`src/rtl/multicycle_ctrl_if.sv`:
```
// Control bundle between the multicycle datapath and its main control FSM.
// master: datapath side (drives opcode/flags, consumes controls)
// slave : controller side
interface multicycle_ctrl_if;
   logic [5:0] i_op;
   logic       i_zero;
   logic       i_memready;
   logic       o_instrwrite;
   logic       o_regdst;
   logic       o_regwrite;
   logic       o_memtoreg;
   logic       o_memread;
   logic       o_memwrite;
   logic       o_iord;
   logic       o_alusrca;
   logic [1:0] o_alusrcb;
   logic [1:0] o_aluop;
   logic [1:0] o_pcsrc;
   logic       o_pcen;
   logic       o_done;
   logic       o_illegal;
   logic [3:0] o_state;

   modport master (
      output i_op, i_zero, i_memready,
      input  o_instrwrite, o_regdst, o_regwrite, o_memtoreg, o_memread,
             o_memwrite, o_iord, o_alusrca, o_alusrcb, o_aluop, o_pcsrc,
             o_pcen, o_done, o_illegal, o_state
   );

   modport slave (
      input  i_op, i_zero, i_memready,
      output o_instrwrite, o_regdst, o_regwrite, o_memtoreg, o_memread,
             o_memwrite, o_iord, o_alusrca, o_alusrcb, o_aluop, o_pcsrc,
             o_pcen, o_done, o_illegal, o_state
   );
endinterface

```
`src/rtl/multicycle_ctrl.sv`:
```
// Main control FSM for the multicycle MIPS-subset datapath.
//
// state   | code | meaning
// --------+------+-----------------------------------------------
// FETCH   |  0   | read instruction at PC, PC += 4 when memory ready
// DECODE  |  1   | dispatch on opcode, precompute branch target
// MEMADR  |  2   | effective address = A + sign-extended imm
// MEMRD   |  3   | load data read, waits for memory ready
// MEMWB   |  4   | write loaded data into rt
// MEMWR   |  5   | store data write, waits for memory ready
// RTYPEEX |  6   | ALU operation selected by funct
// RTYPEWB |  7   | write ALU result into rd
// BEQEX   |  8   | compare A-B, take branch when zero
// ADDIEX  |  9   | A + sign-extended imm
// ADDIWB  | 10   | write ALU result into rt
// JEX     | 11   | load jump target into PC
// 12..15 are unreachable; they decode to all-idle outputs and return to FETCH.
module multicycle_ctrl #(
   parameter logic [5:0] OP_RTYPE = 6'h00,
   parameter logic [5:0] OP_LW    = 6'h23,
   parameter logic [5:0] OP_SW    = 6'h2B,
   parameter logic [5:0] OP_BEQ   = 6'h04,
   parameter logic [5:0] OP_ADDI  = 6'h08,
   parameter logic [5:0] OP_J     = 6'h02
) (
   input  logic                   i_clk,
   input  logic                   i_reset,
   multicycle_ctrl_if.slave       bus
);

   typedef enum logic [3:0] {
      FETCH   = 4'd0,
      DECODE  = 4'd1,
      MEMADR  = 4'd2,
      MEMRD   = 4'd3,
      MEMWB   = 4'd4,
      MEMWR   = 4'd5,
      RTYPEEX = 4'd6,
      RTYPEWB = 4'd7,
      BEQEX   = 4'd8,
      ADDIEX  = 4'd9,
      ADDIWB  = 4'd10,
      JEX     = 4'd11
   } state_t;

   state_t state_q;
   state_t state_d;

   // State register; reset returns to FETCH immediately, even mid-instruction.
   always_ff @(posedge i_clk or posedge i_reset) begin
      if (i_reset) state_q <= FETCH;
      else         state_q <= state_d;
   end

   // Next-state and Moore output decode (memready/zero qualify a few strobes).
   always_comb begin
      state_d          = FETCH;
      bus.o_instrwrite = 1'b0;
      bus.o_regdst     = 1'b0;
      bus.o_regwrite   = 1'b0;
      bus.o_memtoreg   = 1'b0;
      bus.o_memread    = 1'b0;
      bus.o_memwrite   = 1'b0;
      bus.o_iord       = 1'b0;
      bus.o_alusrca    = 1'b0;
      bus.o_alusrcb    = 2'b00;
      bus.o_aluop      = 2'b00;
      bus.o_pcsrc      = 2'b00;
      bus.o_pcen       = 1'b0;
      bus.o_done       = 1'b0;
      bus.o_illegal    = 1'b0;

      case (state_q)
         FETCH: begin
            bus.o_memread    = 1'b1;
            bus.o_alusrcb    = 2'b01;
            bus.o_instrwrite = bus.i_memready;
            bus.o_pcen       = bus.i_memready;
            state_d          = bus.i_memready ? DECODE : FETCH;
         end
         DECODE: begin
            bus.o_alusrcb = 2'b11;
            if (bus.i_op == OP_LW || bus.i_op == OP_SW) state_d = MEMADR;
            else if (bus.i_op == OP_RTYPE)             state_d = RTYPEEX;
            else if (bus.i_op == OP_BEQ)               state_d = BEQEX;
            else if (bus.i_op == OP_ADDI)              state_d = ADDIEX;
            else if (bus.i_op == OP_J)                 state_d = JEX;
            else begin
               bus.o_illegal = 1'b1;
               state_d       = FETCH;
            end
         end
         MEMADR: begin
            bus.o_alusrca = 1'b1;
            bus.o_alusrcb = 2'b10;
            // Opcode is stable from the IR; anything else here cannot occur
            // but falls back to FETCH rather than guessing a direction.
            if (bus.i_op == OP_LW)      state_d = MEMRD;
            else if (bus.i_op == OP_SW) state_d = MEMWR;
            else                        state_d = FETCH;
         end
         MEMRD: begin
            bus.o_memread = 1'b1;
            bus.o_iord    = 1'b1;
            state_d       = bus.i_memready ? MEMWB : MEMRD;
         end
         MEMWB: begin
            bus.o_regwrite = 1'b1;
            bus.o_memtoreg = 1'b1;
            bus.o_done     = 1'b1;
            state_d        = FETCH;
         end
         MEMWR: begin
            bus.o_memwrite = 1'b1;
            bus.o_iord     = 1'b1;
            bus.o_done     = bus.i_memready;
            state_d        = bus.i_memready ? FETCH : MEMWR;
         end
         RTYPEEX: begin
            bus.o_alusrca = 1'b1;
            bus.o_aluop   = 2'b10;
            state_d       = RTYPEWB;
         end
         RTYPEWB: begin
            bus.o_regwrite = 1'b1;
            bus.o_regdst   = 1'b1;
            bus.o_done     = 1'b1;
            state_d        = FETCH;
         end
         BEQEX: begin
            bus.o_alusrca = 1'b1;
            bus.o_aluop   = 2'b01;
            bus.o_pcsrc   = 2'b01;
            bus.o_pcen    = bus.i_zero;
            bus.o_done    = 1'b1;
            state_d       = FETCH;
         end
         ADDIEX: begin
            bus.o_alusrca = 1'b1;
            bus.o_alusrcb = 2'b10;
            state_d       = ADDIWB;
         end
         ADDIWB: begin
            bus.o_regwrite = 1'b1;
            bus.o_done     = 1'b1;
            state_d        = FETCH;
         end
         JEX: begin
            bus.o_pcsrc = 2'b10;
            bus.o_pcen  = 1'b1;
            bus.o_done  = 1'b1;
            state_d     = FETCH;
         end
         default: state_d = FETCH;
      endcase
   end

   assign bus.o_state = state_q;

endmodule
```
`src/flat_wrapper.sv`:
```
// flat-port wrapper written by rule: the top's interface ports become plain ports
module multicycle_ctrl_flat 
#(
   parameter logic [5:0] OP_RTYPE = 6'h00,
   parameter logic [5:0] OP_LW    = 6'h23,
   parameter logic [5:0] OP_SW    = 6'h2B,
   parameter logic [5:0] OP_BEQ   = 6'h04,
   parameter logic [5:0] OP_ADDI  = 6'h08,
   parameter logic [5:0] OP_J     = 6'h02
)
  (i_clk, i_reset, bus_i_op, bus_i_zero, bus_i_memready, bus_o_instrwrite, bus_o_regdst, bus_o_regwrite, bus_o_memtoreg, bus_o_memread, bus_o_memwrite, bus_o_iord, bus_o_alusrca, bus_o_alusrcb, bus_o_aluop, bus_o_pcsrc, bus_o_pcen, bus_o_done, bus_o_illegal, bus_o_state);
  multicycle_ctrl_if bus_i ();
  input  logic i_clk;
  input  logic i_reset;
  input wire logic [$bits(bus_i.i_op)-1:0] bus_i_op;
  input wire logic [$bits(bus_i.i_zero)-1:0] bus_i_zero;
  input wire logic [$bits(bus_i.i_memready)-1:0] bus_i_memready;
  output wire logic [$bits(bus_i.o_instrwrite)-1:0] bus_o_instrwrite;
  output wire logic [$bits(bus_i.o_regdst)-1:0] bus_o_regdst;
  output wire logic [$bits(bus_i.o_regwrite)-1:0] bus_o_regwrite;
  output wire logic [$bits(bus_i.o_memtoreg)-1:0] bus_o_memtoreg;
  output wire logic [$bits(bus_i.o_memread)-1:0] bus_o_memread;
  output wire logic [$bits(bus_i.o_memwrite)-1:0] bus_o_memwrite;
  output wire logic [$bits(bus_i.o_iord)-1:0] bus_o_iord;
  output wire logic [$bits(bus_i.o_alusrca)-1:0] bus_o_alusrca;
  output wire logic [$bits(bus_i.o_alusrcb)-1:0] bus_o_alusrcb;
  output wire logic [$bits(bus_i.o_aluop)-1:0] bus_o_aluop;
  output wire logic [$bits(bus_i.o_pcsrc)-1:0] bus_o_pcsrc;
  output wire logic [$bits(bus_i.o_pcen)-1:0] bus_o_pcen;
  output wire logic [$bits(bus_i.o_done)-1:0] bus_o_done;
  output wire logic [$bits(bus_i.o_illegal)-1:0] bus_o_illegal;
  output wire logic [$bits(bus_i.o_state)-1:0] bus_o_state;
  assign bus_i.i_op = bus_i_op;
  assign bus_i.i_zero = bus_i_zero;
  assign bus_i.i_memready = bus_i_memready;
  assign bus_o_instrwrite = bus_i.o_instrwrite;
  assign bus_o_regdst = bus_i.o_regdst;
  assign bus_o_regwrite = bus_i.o_regwrite;
  assign bus_o_memtoreg = bus_i.o_memtoreg;
  assign bus_o_memread = bus_i.o_memread;
  assign bus_o_memwrite = bus_i.o_memwrite;
  assign bus_o_iord = bus_i.o_iord;
  assign bus_o_alusrca = bus_i.o_alusrca;
  assign bus_o_alusrcb = bus_i.o_alusrcb;
  assign bus_o_aluop = bus_i.o_aluop;
  assign bus_o_pcsrc = bus_i.o_pcsrc;
  assign bus_o_pcen = bus_i.o_pcen;
  assign bus_o_done = bus_i.o_done;
  assign bus_o_illegal = bus_i.o_illegal;
  assign bus_o_state = bus_i.o_state;
  multicycle_ctrl #(.OP_RTYPE(OP_RTYPE), .OP_LW(OP_LW), .OP_SW(OP_SW), .OP_BEQ(OP_BEQ), .OP_ADDI(OP_ADDI), .OP_J(OP_J)) u_core (.i_clk(i_clk), .i_reset(i_reset), .bus(bus_i));
endmodule
```
`config.mk`:
```
export PLATFORM = sky130hd
export DESIGN_NAME = multicycle_ctrl_flat
export DESIGN_NICKNAME = d
export VERILOG_FILES = /design/src/rtl/multicycle_ctrl_if.sv /design/src/rtl/multicycle_ctrl.sv /design/src/flat_wrapper.sv
export SDC_FILE = /design/constraint.sdc
export NUM_CORES = 1
export LEC_CHECK = 0
export ABC_AREA = 1
export BUFFER_PORTS_ARGS = -buffer_cell sky130_fd_sc_hd__buf_2
export CORE_UTILIZATION = 37
export DETAILED_ROUTE_END_ITERATION = 12
export PLACE_DENSITY = 0.73
export SYNTH_ARGS = -nofsm -noshare
export SYNTH_HDL_FRONTEND = slang
export SYNTH_SLANG_ARGS = --single-unit
```
`constraint.sdc`:
```
create_clock -name i_clk -period 1.1 [get_ports i_clk]
set_input_delay 0.055 -clock i_clk [delete_from_list [all_inputs] [get_ports i_clk]]
set_output_delay 0.055 -clock i_clk [all_outputs]
set_load 0.03 [all_outputs]
```
# == After elaboration in Yosys (flattened, before gate mapping) ==
# Cells that the tools add are included.
# word_totals
n_memories,0
out_inout_bits,21
inputBits,10
ff_bits,4
mem_bits_ro,0
elab_cells,56
ram_bits,0
latch_bits,0
# op_classes
n_reduce_logical,9
mul,0
n_bitwise,0
n_mux,30
n_eq_ne,16
n_div,0
magnitude_cmp,0
n_addsub,0
n_shift,0
# op_table
cell,count
$pmux W4 S7,1
$mux W4,6
$eq A4 B3 Y1 const B,4
$eq A4 B4 Y1 const B,4
$mux W1,15
$eq A6 B6 Y1 const B,2
$mux W3,3
$eq A4 B2 Y1 const B,2
$pmux W2 S2,2
$eq A6 B2 Y1 const B,1
$eq A6 B3 Y1 const B,1
$eq A6 B4 Y1 const B,1
$logic_not A6 Y1,1
$pmux W2 S3,1
$reduce_or A2 Y1,3
$reduce_or A5 Y1,1
$eq A4 B1 Y1 const B,1
$logic_not A4 Y1,1
$reduce_or A4 Y1,1
$pmux W1 S3,1
$reduce_or A3 Y1,1
$pmux W1 S2,1
$logic_or A1 B1 Y1,1

# == Logic depth before layout (Yosys ltp) ==
# depth
depth_word,7
mapped_depth,7
ltp_nobuf,7

# == Least setup slack after synthesis ==
# No wires, ideal clock.
# synth_timing
kind,reg-to-output
from,"register u_core.state_q[3], in the netlist u_core.bus.o_state[3]"
to,output bus_o_pcen
path_buffers,0
stages_incl_launch_ff,6
t_required_ns,1.045
t_arrival_ns,1.713
slack_ns,-0.668
cell_sequence,dfrtp_1 > inv_1 > nor2_1 > inv_2 > nor2_1 > nand3b_1
# synth_between
elab_chain_len,2
elab_cells_between_ends,4
classes_between,eq/ne: 2; mux: 1; reduce/logical: 1
# synth_rtl
element,line_no,rtl
"start, declared",multicycle_ctrl.sv:46,state_t state_q;
"start signal, assigned",multicycle_ctrl.sv:52,else state_q <= state_d;
$eq A4 B4 Y1 or $logic_not A4 Y1 (tied branches),multicycle_ctrl.sv:73,case (state_q)
$pmux W1 S3 (*),multicycle_ctrl.sv:73,
"end, declared",flat_wrapper.sv:29,output wire logic [$bits(bus_i.o_pcen)-1:0] bus_o_pcen;
# Mark *: on every way between the ends. The rest lies on a longest branch, timed or not.

# == Worst setup path after layout ==
# layout_timing
from,"register u_core.state_q[2], in the netlist u_core.bus.o_state[2]"
to,output bus_o_illegal
# layout_between
elab_chain_len,2
# layout_rtl
element,line_no,rtl
$eq A4 B1 Y1,multicycle_ctrl.sv:73,
$mux W1,multicycle_ctrl.sv:73,
"end, declared",flat_wrapper.sv:31,output wire logic [$bits(bus_i.o_illegal)-1:0] bus_o_illegal;
# Every way passes these cells.

==> summary by stage <==
Outcome
The flow ran to the end, but the final reports show violations. The final reports fail on negative setup slack.

Critical path
In this run the critical register-to-register path is captured at u_core.bus.o_state[0]. In this design, the largest share of critical-path delay is due to simple AND/OR/NAND/NOR gates. The library cell appearing most often on the critical path is sky130_fd_sc_hd__nor2_4.

The required time at the worst-slack endpoint is 1040 ps. The arrival time of the worst setup path is 1460 ps. Along the worst path, the maximum fanout reaches 5. The delay contributed by the slowest stage of the critical path is 470 ps. The depth of the worst register-to-register path is 9.

The slowest library cell on the worst path is sky130_fd_sc_hd__dfrtp_2. The register-to-register setup slack is -330 ps. The kind of start point of the critical path is a register. The worst setup path is of the register to primary output kind. In this run the critical register-to-register path is launched from u_core.bus.o_state[0]. The endpoint kind of the worst setup timing path is a primary output. Traced cell by cell, the critical path runs through nor2_4 > inv_2 > nor2_4 > nand4_1 > nor2_4 > buf_6. The combined buffer and inverter count along the critical path is 2.

Clock tree
TritonCTS built the clock tree. TritonCTS created 3 clock buffers. The maximum level of the CTS H-tree is 1. The maximum count of clock buffers along a single path is 2.

The clock latency of the later-clocked register in the worst-skew pair is 260 ps. The total number of clock tree sinks is 4. The clock-pin slew on the worst setup and hold paths is 50 ps.

The library cell used as clock root buffer is sky130_fd_sc_hd__clkbuf_4.

Flow run
The number of max-cap violations is 0.

Synth
Yosys printed 0 warnings. The cell area after synthesis is 500.5 sq um. Averaged over all synthesized cells, the footprint is 5.382 sq um. The commonest cells after synthesis are sky130_fd_sc_hd__nor2_1 (25), sky130_fd_sc_hd__nand2_1 (20), sky130_fd_sc_hd__inv_1 (15), sky130_fd_sc_hd__nand3_1 (15), sky130_fd_sc_hd__dfrtp_1 (4).

Yosys instantiated no cell more often than sky130_fd_sc_hd__nor2_1. The cell taking the most area after synthesis is sky130_fd_sc_hd__dfrtp_1. Sorting the synthesized cells by area gives the leading types as sky130_fd_sc_hd__dfrtp_1 (20%), sky130_fd_sc_hd__nor2_1 (19%), sky130_fd_sc_hd__nand2_1 (15%), sky130_fd_sc_hd__nand3_1 (15%), sky130_fd_sc_hd__inv_1 (11%). Of the synthesized area, sequential elements account for 0.2000. The fraction of registers with async set or reset after synthesis is 1.000. Of the post-synthesis cell area, the dominant cell type holds 0.2000. The dominant synthesized flop cell is sky130_fd_sc_hd__dfrtp_1. The total nets after synthesis is 103.

Synthesis inferred 4 register bits. Counting flops with a built-in enable in the synthesized netlist gives 0. Synthesis handed over a netlist of 93 instances. The synthesized netlist contains 13 unique library cells.

Die
For this configuration, the core starts out at a cell density of 0.4219. In this run the count of I/O pins placed on the die edge is 31. The die outline area is 1504 sq um. The standard cell core area is 1186 sq um.

The die extent in y is 38.78 um. In this run the horizontal extent of the chip is 38.78 um. The total number of placement rows is 12.

STA
The slew of the pin with the lowest slew margin is 314.8 ps. The number of endpoints with negative hold slack in the final report is 0. Across all setup checks in the final design, the least slack found is -415.2 ps. The clock period minus final worst setup slack is 1515 ps.

The clock arrives with 10.63 ps of skew. Adding up every negative setup slack in the final design gives -6118 ps. For this run, the top clock speed supported by timing is 0.6600 GHz. The worst slew margin relative to its limit is 0.7894. The final critical-path share of the clock period is 1.377. Setup repair after global routing could not meet its margin everywhere. The number of max-slew violations in the final report was 0. Final hold analysis gives a worst-case slack of 139.3 ps. The setup violation total in the final timing report is 23.

Finish
The utilization of the core after routing is 0.9230. The combined area of the multi-input logic cells is 474.2 sq um. The number of nets in the finished design is 156. The repair_antennas step left the layout with diodes totalling 0. The filler cells instantiated in the layout total 49. Compared with the post-synthesis result, the final layout area differs by 118.8%. The register with the most flip-flops in the layout has 4 of them. The sequential cell area in the final layout is 105.1 sq um. The layout cell share with drive strength beyond 1 is 0.6042.

Placed design
The HPWL after detailed placement is 1206 um. The weighted congestion at the end of routability-driven global placement is 0.7826. Input and output buffers added on the ports amount to 30.

Power
The power density over the cells is 852.9 nW/um^2. For this design the static power due to leakage is 0.5859 nW. The completed layout was analyzed and its total power is 933.8 uW.

Across the VDD grid, the largest voltage drop is 0.5108 mV.

Route
The first routing iteration left 47 violations. The number of search-and-repair iterations in the first detailed-routing pass is 4. Summing over every cut layer, the via total after detailed routing is 919. The wire length reported by the detailed router is 2724 um. The detail-routed net length per standard cell is 17.24 um. In the routed layout, each cell is associated on average with a via count of 5.816. The post-route DRC violation count is 0.

The post-detailed-route count of antenna-violating nets is 0.

Min path
The launch instance of the worst min-delay path is bus_i_memready. The destination of the worst hold path is u_core.bus.o_state[2]. Along the worst hold path, the cell count comes to 3.

The min-delay analysis places its worst path in the category primary input to register.

Global routing
Entering global routing, the biggest net connects 7 pins. For this run the aggregate overflow at the end of global routing stands at 0. The via count of the first global-routing pass was 738.

The first global-routing pass estimated 3194 um of wire. The initial antenna violation count is 0. The global-route usage over all layers is 0.3254.
cell usage in the layout, fill, tap and decap left out, drive strengths merged:
| cell type | Yosys | final |
|---|---|---|
| buf | 0 | 47 |
| nor2 | 29 | 29 |
| nand2 | 20 | 20 |
| inv | 16 | 16 |
| nand3 | 15 | 15 |
| dfrtp | 4 | 4 |
| nand4 | 3 | 3 |
| clkbuf | 0 | 3 |
| nand3b | 2 | 2 |
| o21ai | 2 | 2 |
| o211ai | 1 | 1 |
| a21oi | 1 | 1 |
| dlygate4sd3 | 0 | 1 |
power by group:
part | total (mW) | internal, mW | switching [mW] | leakage, nW
logic | 0.544 | 0.228 | 0.315 | 0.524
clock network | 0.209 | 0.124 | 0.0852 | 0.0138
registers | 0.181 | 0.158 | 0.0233 | 0.0480
area by class of cell:
class	count	area share
clock buffer	3	0.02057
inverter	16	0.06171
multi-input combinational	73	0.4331
sequential	4	0.09600
tap	14	0.01600
timing repair buffer	48	0.3726
cells by family (layout without fill, tap and decap cells):
logic type,count (synthesis),in the layout,synth area share
simple gates,69,69,0.6350
compound gates,4,4,0.04500
buf+inv,16,67,0.1200
flops,4,4,0.2000
worst min-delay path, stage by stage:
cell and delay (ps):
sky130_fd_sc_hd__buf_2 140, sky130_fd_sc_hd__nand3_1 90, sky130_fd_sc_hd__nand3_1 70
worst max-delay path by stage:
| stage | start | endpoint | slack, ps | depth (start not counted) |
|---|---|---|---|---|
| finish | u_core.bus.o_state[2] | bus_o_illegal | -420 | 6 |
| global placement | u_core.bus.o_state[2] | bus_o_illegal | -110 | 6 |
| CTS | u_core.bus.o_state[2] | bus_o_illegal | -330 | 6 |
| global route | u_core.bus.o_state[2] | bus_o_illegal | -460 | 6 |
| detailed placement | u_core.bus.o_state[2] | bus_o_pcen | -120 | 6 |
| floorplan | u_core.bus.o_state[3] | bus_o_pcen | -270 | 6 |
metrics by stage:
stage / cells / worst slack, ps / instance area, sq um
final: 158 / -415.2 / 1095
after global routing: 158 / -458.0 / 1095
after CTS: 153 / -331.8 / 1012
after detailed placement: 147 / -122.5 / 819.5
after global placement: 147 / -114.3 / 819.5
after floorplan: 93 / -271.5 / 576.8
routing by layer:
metal,vias to the layer above,wire [um],global-route usage
met5,-,0,0
met4,0,135,0.1466
met3,28,244,0.07514
met2,78,1337,0.5875
met1,410,1007,0.3517
li1,403,-,-
repair_timing:
| action | 4_1_cts | 5_1_grt |
|---|---|---|
| hold buffers | 1 | 0 |
| resized for setup | 45 | 11 |
| setup buffers | 2 | 5 |
| endpoints found under the hold margin | 4 | 0 |
| pin swaps | 13 | 11 |
| setup endpoints to repair | 20 | 23 |
Note: power is estimated with default switching activity, not from simulation.
